===== src/rtl/branch_predict_unit.sv =====
// branch_predict_unit: 2-bit saturating-counter direction predictor with
// execute-stage training, registered PC redirect, fixed-length flush
// sequencing and saturating branch/mispredict statistics.
module branch_predict_unit #(
  parameter int DATA_WIDTH   = 32,
  parameter int BHT_ENTRIES  = 16,
  parameter int FLUSH_CYCLES = 2
) (
  input  logic                  clk_i,
  input  logic                  rst_i,
  input  logic [DATA_WIDTH-1:0] if_pc_i,
  input  logic                  if_is_branch_i,
  output logic                  pred_taken_o,
  input  logic                  ex_valid_i,
  input  logic [DATA_WIDTH-1:0] ex_pc_i,
  input  logic                  ex_pred_taken_i,
  input  logic                  ex_branch_taken_i,
  input  logic [DATA_WIDTH-1:0] ex_target_i,
  output logic                  redirect_o,
  output logic [DATA_WIDTH-1:0] redirect_pc_o,
  output logic                  flush_o,
  output logic [15:0]           branch_count_o,
  output logic [15:0]           mispredict_count_o
);

  localparam int IW  = $clog2(BHT_ENTRIES);
  localparam int FCW = (FLUSH_CYCLES > 1) ? $clog2(FLUSH_CYCLES) : 1;
  localparam logic [FCW-1:0] FLUSH_LOAD = FCW'(FLUSH_CYCLES - 1);

  typedef enum logic {ST_IDLE, ST_FLUSH} state_t;

  state_t                  state_reg, state_next;
  logic [FCW-1:0]          flush_cnt_reg, flush_cnt_next;
  logic                    accept, mispredict;
  logic [IW-1:0]           if_idx, ex_idx;
  logic [1:0]              bht_reg [BHT_ENTRIES];
  logic                    redirect_reg;
  logic [DATA_WIDTH-1:0]   redirect_pc_reg, redirect_pc_next;
  logic [15:0]             branch_cnt_reg, mispredict_cnt_reg;
  logic                    unused_pc_bits;

  // Direct-mapped index: word-aligned PC bits, no hashing.
  assign if_idx = if_pc_i[IW+1:2];
  assign ex_idx = ex_pc_i[IW+1:2];
  assign unused_pc_bits = ^{if_pc_i[DATA_WIDTH-1:IW+2], if_pc_i[1:0]};

  // Zero-latency prediction from the pre-update counter (no write bypass).
  assign pred_taken_o = if_is_branch_i & bht_reg[if_idx][1];

  // FSM state register (flush countdown travels with the state).
  always_ff @(posedge clk_i) begin
    if (rst_i) begin
      state_reg     <= ST_IDLE;
      flush_cnt_reg <= '0;
    end else begin
      state_reg     <= state_next;
      flush_cnt_reg <= flush_cnt_next;
    end
  end

  // FSM next-state: a mispredict in IDLE starts a flush of FLUSH_CYCLES cycles.
  always_comb begin
    state_next     = state_reg;
    flush_cnt_next = flush_cnt_reg;
    case (state_reg)
      ST_IDLE: begin
        if (mispredict) begin
          state_next     = ST_FLUSH;
          flush_cnt_next = FLUSH_LOAD;
        end
      end
      ST_FLUSH: begin
        if (flush_cnt_reg == '0) state_next = ST_IDLE;
        else                     flush_cnt_next = flush_cnt_reg - 1'b1;
      end
      default: state_next = ST_IDLE;
    endcase
  end

  // FSM outputs: resolutions are only honoured in IDLE; anything in FLUSH is squashed.
  always_comb begin
    accept           = ex_valid_i && (state_reg == ST_IDLE);
    mispredict       = accept && (ex_pred_taken_i != ex_branch_taken_i);
    redirect_pc_next = ex_branch_taken_i ? ex_target_i
                                         : ex_pc_i + DATA_WIDTH'(4);
  end

  assign flush_o = (state_reg == ST_FLUSH);

  // Counter table: each entry trains on an accepted resolution at its index.
  generate
    for (genvar gi = 0; gi < BHT_ENTRIES; gi++) begin : g_bht
      always_ff @(posedge clk_i) begin
        if (rst_i) begin
          bht_reg[gi] <= 2'b01;
        end else if (accept && (ex_idx == IW'(gi))) begin
          if (ex_branch_taken_i) begin
            if (bht_reg[gi] != 2'b11) bht_reg[gi] <= bht_reg[gi] + 2'b01;
          end else begin
            if (bht_reg[gi] != 2'b00) bht_reg[gi] <= bht_reg[gi] - 2'b01;
          end
        end
      end
    end
  endgenerate

  // Redirect pulse and held redirect target.
  always_ff @(posedge clk_i) begin
    if (rst_i) begin
      redirect_reg    <= 1'b0;
      redirect_pc_reg <= '0;
    end else begin
      redirect_reg <= mispredict;
      if (mispredict) redirect_pc_reg <= redirect_pc_next;
    end
  end

  // Saturating statistics.
  always_ff @(posedge clk_i) begin
    if (rst_i) begin
      branch_cnt_reg     <= '0;
      mispredict_cnt_reg <= '0;
    end else begin
      if (accept && (branch_cnt_reg != 16'hFFFF))
        branch_cnt_reg <= branch_cnt_reg + 16'd1;
      if (mispredict && (mispredict_cnt_reg != 16'hFFFF))
        mispredict_cnt_reg <= mispredict_cnt_reg + 16'd1;
    end
  end

  assign redirect_o         = redirect_reg;
  assign redirect_pc_o      = redirect_pc_reg;
  assign branch_count_o     = branch_cnt_reg;
  assign mispredict_count_o = mispredict_cnt_reg;

endmodule


===== config.mk =====
export PLATFORM = sky130hd
export DESIGN_NAME = branch_predict_unit
export DESIGN_NICKNAME = d
export VERILOG_FILES = /design/src/rtl/branch_predict_unit.sv
export SDC_FILE = /design/constraint.sdc
export NUM_CORES = 1
export LEC_CHECK = 0
export BUFFER_PORTS_ARGS = -buffer_cell sky130_fd_sc_hd__clkbuf_2
export CORE_MARGIN = 2
export CORE_UTILIZATION = 35
export DETAILED_ROUTE_END_ITERATION = 7
export GPL_ROUTABILITY_DRIVEN = 0
export PLACE_DENSITY = 0.56
export SLEW_MARGIN = 20
export SYNTH_ARGS = -nofsm -noshare
export SYNTH_HDL_FRONTEND = slang
export SYNTH_SLANG_ARGS = --single-unit

===== constraint.sdc =====
create_clock -name clk_i -period 2.31 [get_ports clk_i]
set_clock_uncertainty 0.1 [all_clocks]
set_input_delay 0.462 -clock clk_i [delete_from_list [all_inputs] [get_ports clk_i]]
set_output_delay 0.462 -clock clk_i [all_outputs]
set_load 0.1 [all_outputs]

==> key figures <==
Finish
  – Area grow syn2layout: 24.76%
  – Layout cell share with drive strength beyond 1: 0.2977
  – # nets final: 1030
  – # diodes: 0
  – Final core utilization: 0.4485
  – Fillers: 1741

Setup path
  – Critical Path Fanout Max: 3
  – Reg2reg start: mispredict_count_o[12]$_SDFFE_PP0P_
  – Crit path cell chain: mux4_2 -> mux4_2 -> and2_4 -> buf_12
  – CP Data Arrival Time: 2.07 ns
  – Crit-path slowest cell: mux4_2
  – Worst setup SP type: flop
  – CP bufs+invs: 1
  – CP Depth: 4
  – Crit-path max cell delay: 0.49 ns
  – Critical Path Start: bht_reg[0][1]$_DFFE_PP_
  – CP Capture Type: output port
  – Cell depth of the worst flop-to-flop path: 6
  – Cell mode on critical path: mux4_2
  – CP delay by family, top: multiplexers
  – CP required: 1.75 ns
  – WS Path Type: flop to output port

Route
  – Via count: 5862
  – # DRC: 0
  – Total Wirelength: 18260 um
  – DRT iter0 DRCs: 297
  – Post-route ant nets: 0
  – DR vias/cell: 5.225
  – Routed len/inst: 16.28 um
  – DRT Pass-1 Iters: 5

Logic synthesis
  – Warning count from the yosys run: 0
  – Synthesized area: 6261 sq um
  – Sequential element share of the synthesized area: 0.3677
  – Post-synth ARST share: 0
  – Yosys cell types: 57
  – Primary FF master, synth: dfxtp_1
  – Post-synthesis net count: 867
  – Number of enable flip-flop cells after synthesis: 32
  – Syn Inst Count: 729
  – Synth Register Bits: 99
  – Synth Area per Inst: 8.588 sq um

Floorplanning
  – Std cell rows: 48
  – Die height: 137.8 um
  – Die area: 18980 sq um
  – Initial Util: 0.3595
  – Core area: 17420 sq um
  – Io pins: 169
  – Die width: 137.8 um

Timing
  – Crit share post-route: 1.141
  – Period minus WS final: 2.637 ns
  – Setup violators final: 1
  – RSZ-0062 raised after global routing: true
  – Worst setup margin: -0.3268 ns
  – Max_slew headroom: 0.5591
  – TNS Setup: -0.3268 ns
  – Final Hold Viols: 0
  – FMAX: 379.2 MHz
  – Least-Margin Pin Slew: 0.6589 ns
  – Slew Limit Fails: 0

Global routing
  – Vias in the first global route: 5354
  – Initial antenna violation count: 2
  – GRT Util Overall: 0.1909
  – First-pass GRT wire length: 27780 um
  – Largest net degree at the start of global routing: 45
  – Grt ovf: 0

Clock tree
  – Clock Pin Slew Worst Setup and Hold Paths: 0.07 ns
  – CTS HTree Levels: 3
  – CTS Buffer Depth: 2
  – Sink Count: 99
  – Postcts setup bufs: 0
  – Worst-Skew Late Latency: 0.35 ns
  – CTS Root Cell: clkbuf_16
  – TritonCTS buffer count: 9
  – CTS tree: yes
  – CTS hold repair buffers: 0

Place
  – Worst slack at placement: -0.2144 ns
  – Buffers on Ports: 140
  – Dpl hpwl: 14010 um

Power and ir drop
  – Leak Pwr: 3.396 nW
  – Worst vdd ir: 0.3190 mV
  – Pwr dens: 556.7 nW/um^2
  – Final Power: 4.349 mW

Run
  – Max_cap viols: 0

Status
  – Failing checks: negative setup slack
  – Run status: finished, violations left

Hold path
  – Hold Path Class: input pin to flop
  – Hold path cells: 3
  – Worst hold start: ex_target_i[22]
-- synth_stat cells, types with 5 or more instances --
cell type	number	area (sq um)
a21oi_1	41	205.2
a31o_2	16	140.1
a31oi_1	5	31.28
and2_1	9	56.30
and3_1	20	125.1
and4_1	6	52.55
buf_2	8	40.04
clkbuf_1	24	90.09
dfxtp_1	67	1341
edfxtp_1	32	960.9
ha_1	36	450.4
inv_1	41	153.9
mux2i_1	22	220.2
mux4_2	5	112.6
nand2_1	57	214.0
nand2b_1	7	43.79
nand3_1	35	175.2
nand4_1	18	112.6
nor2_1	84	315.3
nor2b_1	8	50.05
nor3_1	33	165.2
nor4_1	9	56.30
o211ai_1	15	112.6
o21ai_0	14	70.07
o22ai_1	17	106.4
xnor2_1	11	96.34
xor2_1	38	332.8
-- stage by stage --
stage	std cells	instance area [sq um]	hold WS, ns
6_report	1122	7811	0.2891
3_3_place_gp	1106	7512	0.3419
5_1_grt	1122	7811	0.2891
4_1_cts	1122	7811	0.2773
2_1_floorplan	729	6300	0.3293
3_5_place_dp	1106	7512	0.3419
-- cells in the final DEF (no fill, tap or decap), drive strengths merged, types with 17 or more instances in the layout --
cell and instances:
clkbuf 150, nor2 84, dfxtp 67, nand2 57
buf 52, inv 41, a21oi 41, xor2 38
ha 36, nand3 35, nor3 34, edfxtp 32
mux2i 22, and3 20, nand4 20, o22ai 17
-- worst register-to-register path: stages, from the launching register on --
cell     delay, ns
dfxtp_2       0.38
and4_1        0.26
nand4_1       0.34
o21ai_0       0.34
buf_4         0.17
mux2i_1       0.18
nor2_1        0.05
-- cells by family after synthesis --
| kind of cell | after synthesis | synth area share |
|---|---|---|
| DFF | 99 | 0.3677 |
| adders and majority gates | 36 | 0.07194 |
| buffers and inverters | 79 | 0.05256 |
| muxes | 31 | 0.06035 |
| AOI/OAI and AO/OA | 130 | 0.1349 |
| xor gates and xnor gates | 49 | 0.06854 |
| and+or+nand+nor | 305 | 0.2440 |
-- where the power goes --
| part | switching (mW) | leakage [nW] | internal (mW) |
|---|---|---|---|
| clock | 0.687 | 0.152 | 0.856 |
| sequential | 0.0396 | 0.836 | 1.85 |
| combinational | 0.647 | 2.41 | 0.268 |
| total | 1.37 | 3.40 | 2.98 |
-- per-layer routing --
metal / GRT usage / wire [um] / up-vias
met5: 0 / 0 / -
met4: 0.07143 / 364 / 0
met3: 0.03937 / 1295 / 24
met2: 0.3040 / 8175 / 162
met1: 0.2548 / 8428 / 2719
li1: - / - / 2957
-- layout make-up --
class / count / area (sq um) / area share
clock buffers: 12 / 279.0 / 0.03572
multi-input cells: 551 / 3632 / 0.4650
inverters: 41 / 153.9 / 0.01970
clock inverters: 4 / 20.02 / 0.002563
repair buffers: 190 / 1106 / 0.1416
flip-flops and latches: 99 / 2338 / 0.2994
well taps: 225 / 281.5 / 0.03604
-- what timing repair did --
item	in CTS	in global routing
pin swaps	1	0
setup endpoints to repair	1	1
gates resized for setup	0	0
-- path summary, 6_finish.rpt --
kind | end | slack, ns
setup / recovery | pred_taken_o | -0.33
hold / removal | redirect_pc_o[22]$_SDFFE_PP0P_ | 0.29
setup reg to reg | mispredict_count_o[1]$_SDFFE_PP0P_ | 0.38
hold reg to reg | redirect_pc_o[4]$_SDFFE_PP0P_ | 0.35
(Power assumes the default switching activity.)
